### config.mk
export PLATFORM = sky130hd
export DESIGN_NAME = mips_cpu_multdiv
export DESIGN_NICKNAME = d
export VERILOG_FILES = /design/src/rtl/mips_cpu_multdiv.sv
export SDC_FILE = /design/constraint.sdc
export NUM_CORES = 1
export LEC_CHECK = 0
export CELL_PAD_IN_SITES_DETAIL_PLACEMENT = 0
export CELL_PAD_IN_SITES_GLOBAL_PLACEMENT = 2
export CORE_MARGIN = 2
export CORE_UTILIZATION = 30
export DETAILED_ROUTE_END_ITERATION = 7
export PLACE_DENSITY = 0.78
export SLEW_MARGIN = 30
export SYNTH_ARGS = -nofsm -noshare
export SYNTH_HDL_FRONTEND = slang
export SYNTH_SLANG_ARGS = --single-unit
### constraint.sdc
create_clock -name clk -period 3.47 [get_ports clk]
set_input_delay 1.041 -clock clk [delete_from_list [all_inputs] [get_ports clk]]
set_output_delay 1.041 -clock clk [all_outputs]
set_load 0.005 [all_outputs]
### src/rtl/mips_cpu_multdiv.sv
// Sequential HI/LO multiply/divide unit: 32-step shift-add multiply and restoring divide on operand magnitudes,
// with a final sign-fix cycle. Define MULTDIV_FAST_MULT_EN for single-cycle MULT/MULTU; divides stay sequential.
module mips_cpu_multdiv (
    input  logic        clk,
    input  logic        reset,
    input  logic        clk_enable,
    input  logic        start,
    input  logic [1:0]  op,
    input  logic [31:0] a,
    input  logic [31:0] b,
    input  logic        mthi,
    input  logic        mtlo,
    input  logic [31:0] wdata,
    output logic [31:0] hi,
    output logic [31:0] lo,
    output logic        busy,
    output logic        done
);

    typedef enum logic [1:0] {IDLE, RUN, FIX} state_t;

    state_t      state_reg, state_next;
    logic [4:0]  cnt_reg, cnt_next;
    logic [63:0] acc_reg, acc_next;
    logic [31:0] opnd_reg, opnd_next;
    logic        neg_q_reg, neg_q_next;
    logic        neg_r_reg, neg_r_next;
    logic        is_div_reg, is_div_next;
    logic        div_zero_reg, div_zero_next;
    logic [31:0] hi_reg, hi_next;
    logic [31:0] lo_reg, lo_next;
    logic        done_reg, done_next;

    // Operand conditioning: signed ops work on magnitudes and remember the signs.
    logic        is_signed, sign_a, sign_b;
    logic [31:0] mag_a, mag_b;
    assign is_signed = ~op[0];
    assign sign_a    = is_signed & a[31];
    assign sign_b    = is_signed & b[31];
    assign mag_a     = sign_a ? (~a + 32'd1) : a;
    assign mag_b     = sign_b ? (~b + 32'd1) : b;

    // One multiply step: conditionally add multiplicand into upper half, shift right.
    logic [32:0] mul_sum;
    assign mul_sum = {1'b0, acc_reg[63:32]} + {1'b0, opnd_reg};

    // One restoring-divide step: bring next dividend bit into the partial remainder and trial-subtract.
    logic [32:0] div_trial;
    assign div_trial = acc_reg[63:31] - {1'b0, opnd_reg};

    logic [31:0] quot_fixed, rem_fixed;
    logic [63:0] prod_fixed;
    assign quot_fixed = neg_q_reg ? (~acc_reg[31:0] + 32'd1) : acc_reg[31:0];
    assign rem_fixed  = neg_r_reg ? (~acc_reg[63:32] + 32'd1) : acc_reg[63:32];
    assign prod_fixed = neg_q_reg ? (~acc_reg + 64'd1) : acc_reg;

`ifdef MULTDIV_FAST_MULT_EN
    logic [63:0] fast_prod;
    always_comb begin
        if (is_signed)
            fast_prod = $signed({{32{a[31]}}, a}) * $signed({{32{b[31]}}, b});
        else
            fast_prod = {32'd0, a} * {32'd0, b};
    end
`endif

    always_comb begin
        state_next    = state_reg;
        cnt_next      = cnt_reg;
        acc_next      = acc_reg;
        opnd_next     = opnd_reg;
        neg_q_next    = neg_q_reg;
        neg_r_next    = neg_r_reg;
        is_div_next   = is_div_reg;
        div_zero_next = div_zero_reg;
        hi_next       = hi_reg;
        lo_next       = lo_reg;
        done_next     = 1'b0;

        case (state_reg)
            IDLE: begin
                if (start) begin
`ifdef MULTDIV_FAST_MULT_EN
                    if (!op[1]) begin
                        hi_next   = fast_prod[63:32];
                        lo_next   = fast_prod[31:0];
                        done_next = 1'b1;
                    end else begin
`else
                    begin
`endif
                        state_next    = RUN;
                        cnt_next      = 5'd0;
                        is_div_next   = op[1];
                        neg_q_next    = sign_a ^ sign_b;
                        neg_r_next    = sign_a;
                        div_zero_next = (b == 32'd0);
                        // Multiply shifts the multiplier out of the low half; divide shifts the dividend out.
                        opnd_next     = op[1] ? mag_b : mag_a;
                        acc_next      = op[1] ? {32'd0, mag_a} : {32'd0, mag_b};
                    end
                end else begin
                    if (mthi) hi_next = wdata;
                    if (mtlo) lo_next = wdata;
                end
            end

            RUN: begin
                cnt_next = cnt_reg + 5'd1;
                if (is_div_reg) begin
                    if (!div_trial[32])
                        acc_next = {div_trial[31:0], acc_reg[30:0], 1'b1};
                    else
                        acc_next = {acc_reg[62:0], 1'b0};
                end else begin
                    if (acc_reg[0])
                        acc_next = {mul_sum, acc_reg[31:1]};
                    else
                        acc_next = {1'b0, acc_reg[63:1]};
                end
                if (cnt_reg == 5'd31)
                    state_next = FIX;
            end

            FIX: begin
                if (is_div_reg) begin
                    // Zero divisor yields an all-ones quotient; remainder already equals the dividend.
                    lo_next = div_zero_reg ? 32'hFFFF_FFFF : quot_fixed;
                    hi_next = rem_fixed;
                end else begin
                    hi_next = prod_fixed[63:32];
                    lo_next = prod_fixed[31:0];
                end
                done_next  = 1'b1;
                state_next = IDLE;
            end

            default: state_next = IDLE;
        endcase
    end

    always_ff @(posedge clk) begin
        if (reset) begin
            state_reg    <= IDLE;
            cnt_reg      <= 5'd0;
            acc_reg      <= 64'd0;
            opnd_reg     <= 32'd0;
            neg_q_reg    <= 1'b0;
            neg_r_reg    <= 1'b0;
            is_div_reg   <= 1'b0;
            div_zero_reg <= 1'b0;
            hi_reg       <= 32'd0;
            lo_reg       <= 32'd0;
            done_reg     <= 1'b0;
        end else if (clk_enable) begin
            state_reg    <= state_next;
            cnt_reg      <= cnt_next;
            acc_reg      <= acc_next;
            opnd_reg     <= opnd_next;
            neg_q_reg    <= neg_q_next;
            neg_r_reg    <= neg_r_next;
            is_div_reg   <= is_div_next;
            div_zero_reg <= div_zero_next;
            hi_reg       <= hi_next;
            lo_reg       <= lo_next;
            done_reg     <= done_next;
        end
    end

    assign hi   = hi_reg;
    assign lo   = lo_reg;
    assign busy = (state_reg != IDLE);
    assign done = done_reg;

endmodule

After elaboration in Yosys (flattened, before gate mapping)
Index checks and enable logic that the tools add are counted.
{"block": "classes", "n_bitwise": 9, "n_reduce_logical": 10, "add_sub_neg": 8, "n_eq_ne": 8, "mux": 27}
{"operator": "32-bit two-way mux", "count": 13}
{"operator": "64-bit two-way mux", "count": 5}
{"operator": "32-bit by 1-bit adder with 32-bit output, second input constant", "count": 4}
{"operator": "32-bit NOT", "count": 4}
{"operator": "32-bit one-hot mux with 2 select lines", "count": 2}
{"operator": "64-bit one-hot mux with 2 select lines", "count": 1}
{"operator": "64-bit by 1-bit adder with 64-bit output, second input constant", "count": 1}
{"operator": "64-bit NOT", "count": 1}
{"operator": "32-bit by 32-bit adder with 33-bit output", "count": 1}
{"operator": "33-bit by 32-bit subtractor with 33-bit output", "count": 1}
{"operator": "32-bit logical NOT", "count": 1}
{"operator": "2-bit inequality test, second input constant", "count": 5}
{"operator": "5-bit one-hot mux with 2 select lines", "count": 1}
{"operator": "3-bit AND reduction", "count": 3}
{"operator": "4-bit AND reduction", "count": 2}
{"operator": "2-bit nonzero test", "count": 3}
{"operator": "5-bit by 1-bit adder with 5-bit output, second input constant", "count": 1}
{"operator": "5-bit == test, second input constant", "count": 1}
{"operator": "5-bit two-way mux", "count": 1}
{"operator": "2-bit two-way mux", "count": 2}
{"operator": "2-bit one-hot mux with 2 select lines", "count": 1}
{"operator": "1-bit bitwise AND", "count": 2}
{"operator": "2-bit by 1-bit == test with 1-bit output, second input constant", "count": 1}
{"operator": "2-bit == test, second input constant", "count": 1}
{"operator": "other kinds (4)", "count": 4}
{"block": "word_totals", "elab_cells": 73, "reg_bits": 172, "inputBits": 104}

Depth between registers and ports, before layout
{"block": "depth", "ltp_word": 6, "depth_mapped": 14, "depth_no_buf": 12}

Worst setup path before layout
Ideal clock, no wire load.
{"block": "synth_path", "path_kind": "input-to-reg", "startpoint": "input b[1]", "endpoint": "register acc_reg[28]", "stages": 11, "arrival_ps": 3293, "setup_ps": 86, "t_required_ps": 3384, "path_buffers": 0, "setup_slack_ps": 91, "path_cell_list": "inv_1 ha_1 or3b_2 or4_1 nor4_1 nand3_1 nor2_1 a21oi_1 xor2_1 o211ai_1 a211oi_1"}
{"block": "synth_between", "elab_chain_cells": 6}
{"element": "from (decl)", "line": "10", "rtl": "input logic [31:0] b,"}
{"element": "32-bit NOT", "line": "41", "rtl": "assign mag_b = sign_b ? (~b + 32'd1) : b;"}
{"element": "32-bit by 1-bit adder with 32-bit output", "line": "41"}
{"element": "32-bit two-way mux", "line": "41"}
{"element": "32-bit two-way mux", "line": "100", "rtl": "acc_next = op[1] ? {32'd0, mag_a} : {32'd0, mag_b};"}
{"element": "64-bit two-way mux", "line": "82", "rtl": "if (start) begin"}
{"element": "64-bit one-hot mux with 2 select lines", "line": "80", "rtl": "case (state_reg)"}
{"element": "to (signal assigned)", "line": "158", "rtl": "acc_reg <= acc_next;"}
{"element": "to (decl)", "line": "24", "rtl": "logic [63:0] acc_reg, acc_next;"}
No other way between the ends. The select of a mux whose other input is x is not followed.
A chain may end at the register's enable or synchronous reset.

Final worst setup path
{"block": "layout_path", "startpoint": "input b[3]", "endpoint": "register acc_reg[28]"}
Same word-level chain as after synthesis.

==> impl_metrics.py <==
metrics = {
    "status": {
        "status": "finished clean",
    },
    "clock_network": {
        "clkTransAtPathRegs_ns": 0.08,
        "cts_sinks": 172,
        "h-tree-depth": 4,
        "clk_path_buf_depth": 2,
        "clk-insertion-delay-late_ns": 0.46,
        "hold_buffers": 0,
        "cts_tree": "yes",
        "clockRootBuffer": "clkbuf_16",
        "numCtsBuffers": 17,
    },
    "timing": {
        "maxSlewHeadroom_pct": 40.8,
        "skew_ns": 0.0129,
        "grt_setup_unrepaired": "yes",
        "timing.final.crit_share_pct": 98.3,
        "setup_tns_ns": 0,
        "layout_min_cycle_time_ns": 3.41,
        "setup_viol": 0,
        "hold_viol_final": 0,
        "tightest_slew_ns": 0.887,
        "drv_slew": 0,
        "fmax_ghz": 0.293,
    },
    "critical_path": {
        "crit_chain": "clkdlybuf4s50_1, or3b_2, or4_4, nor4_4, buf_4, nand3_1, nor2_2, a21oi_1, xor2_1, o211ai_1, a211oi_1",
        "worstPathRequired_ns": 3.85,
        "arrival_ns": 3.79,
        "critPathKind": "in2reg",
        "worstPathMaxFanout": 3,
        "slowest_delay_ns": 0.53,
        "start_kind": "input port",
        "worst_path_max_delay_cell": "or4_4",
        "cp-end-kind": "flip-flop",
    },
    "final_layout": {
        "drive_gt1_share_pct": 17.1,
        "diodes": 0,
        "n_fill_cell": 5141,
        "nets": 2592,
        "syn_to_final_growth_pct": 34.5,
        "largest_reg_flops": 64,
        "stdcell_count": 3092,
        "utilization_pct": 41.0,
        "area.sequential_sq_mm": 0.00345,
        "multi_input_area_sq_mm": 0.0110,
    },
    "yosys": {
        "synth_cell_types": 76,
        "yosysSeqAreaShare_pct": 23.0,
        "netlist_instances": 2073,
        "syn_avg_cell_area_sq_um": 7.22,
        "syn_nets": 2249,
        "synthTopCellsByCount": "nand2_1 (230), nor2_1 (208), a21oi_1 (203)",
        "ys_async_sr_fraction_pct": 0,
        "syn_area_sq_mm": 0.0150,
        "yosys_warnings": 0,
        "synth_top_area_share_pct": 23.0,
        "synth-seq-cells": 172,
        "synth.top_cells.by_area": "dfxtp_1 (23%), a21oi_1 (6.8%), ha_1 (5.9%), nand2_1 (5.8%), nor2_1 (5.2%)",
        "synth_top_area_cell": "dfxtp_1",
        "yosys.cell_count.top_type": "nand2_1",
        "ys.flop_type": "dfxtp_1",
        "synth-edff-count": 0,
    },
    "die": {
        "initial_core_util_pct": 30.5,
        "die_area_sq_mm": 0.0517,
        "die_w_um": 227,
        "rows": 81,
        "num_io_pins": 170,
        "die_height_um": 227,
        "core_sq_mm": 0.0491,
    },
    "route": {
        "routed_wl_um": 67700,
        "drc_errors": 0,
        "vias": 16984,
        "drtIter0Drc": 1458,
        "via_per_inst": 5.49,
        "detail-route-antenna-nets": 0,
        "first_pass_iters": 6,
        "wl_per_cell_um": 21.9,
    },
    "global_routing": {
        "grt_max_degree": 65,
        "grt_first_pass_wirelength_um": 99100,
        "grt_overflow_total": 0,
        "antenna_found_initial": 0,
        "grtUsageTotal_pct": 25.5,
        "grt_pass1_vias": 15936,
    },
    "placement": {
        "dp.cells": 3058,
        "gp_congestion": 0.955,
        "portBuffers": 169,
        "dpl.hpwl_um": 53900,
    },
    "run": {
        "max_cap_violations": 0,
    },
    "pwr": {
        "power.total_uw": 6460,
        "power.leakage_uw": 0.00789,
        "irDropWorstVdd_mv": 0.373,
        "cellPowerDensity_mw_per_mm2": 321,
    },
    "worst_hold_path": {
        "worstHoldPathType": "reg2reg",
    },
}
## worst paths after layout
path | from | end | slack [ns] | depth (start not counted)
setup reg to reg | opnd_reg[0] | acc_reg[33] | 0.10 | 16
hold / removal | lo[0] | lo[0] | 0.45 | 2
hold reg to reg | lo[0] | lo[0] | 0.45 | 2
setup / recovery | b[3] | acc_reg[28] | 0.06 | 11
## layout by cell type (no fill, tap or decap), types with 65 or more instances in the layout
| master | Yosys | routed |
|---|---|---|
| mux2i_1 | 72 | 71 |
| nand2_1 | 230 | 230 |
| clkdlybuf4s50_1 | 0 | 165 |
| dfxtp_1 | 172 | 170 |
| xnor2_1 | 88 | 87 |
| a21oi_1 | 203 | 200 |
| nor3_1 | 69 | 65 |
| buf_4 | 1 | 294 |
| xor2_1 | 68 | 68 |
| nor2_1 | 208 | 205 |
| o21ai_0 | 151 | 146 |
| ha_1 | 70 | 70 |
## final cells by class
| cell class | count | share of cell area (%) |
|---|---|---|
| flip-flops and latches | 172 | 17.1 |
| clock buffers | 18 | 2.13 |
| well taps | 664 | 4.13 |
| inverters | 61 | 1.14 |
| multi-input cells | 1695 | 54.6 |
| clock inverters | 13 | 0.784 |
| repair buffers | 469 | 20.0 |
## kinds of logic (layout without fill, tap and decap cells)
family | after synthesis | in the layout | share of synthesized area, %
and+or+nand+nor | 715 | 715 | 22.2
xor gates and xnor gates | 156 | 156 | 9.14
AOI/OAI and AO/OA | 668 | 668 | 28.5
DFF | 172 | 172 | 23.0
adders and majority gates | 72 | 72 | 6.12
muxes | 84 | 84 | 5.72
buffers and inverters | 206 | 561 | 5.33
## power breakdown
part | leakage, uW | switching, uW | total (uW) | internal, uW
registers | 0.00140 | 116 | 2180 | 2060
clock network | 0.000284 | 957 | 2040 | 1080
logic | 0.00620 | 1240 | 2240 | 992
total | 0.00789 | 2320 | 6460 | 4140
## worst max-delay path: cells and delay by family
kind	cells	cell delay, ns
and+or+nand+nor	5	1.45
buffers and inverters	2	0.62
AOI/OAI and AO/OA	3	0.46
xor gates and xnor gates	1	0.22
## through the flow
stage	hold WS, ns	setup WS, ns	cell area, sq um
finish	0.453	0.0584	20100
global route	0.480	-0.0369	20100
CTS	0.453	-0.0236	19900
detailed placement	0.443	-0.572	19200
global placement	0.437	-0.585	19200
floorplan	0.446	0.0912	15000
## routing by layer
| layer | GRT usage, % | vias to the layer above | share of wire, % |
|---|---|---|---|
| met5 | 0 | - | 0 |
| met4 | 10.9 | 0 | 4.2 |
| met3 | 3.11 | 108 | 5.8 |
| met2 | 38.6 | 602 | 43 |
| met1 | 36.4 | 8021 | 47 |
| li1 | - | 8253 | - |
## repair_timing
item / CTS / global route
pin swaps: 1 / 14
endpoints found under the setup margin: 16 / 51
setup buffers: 0 / 3
gates resized for setup: 13 / 41
hold endpoints to repair: 0 / 0
Note: power is estimated with default switching activity, not from simulation.
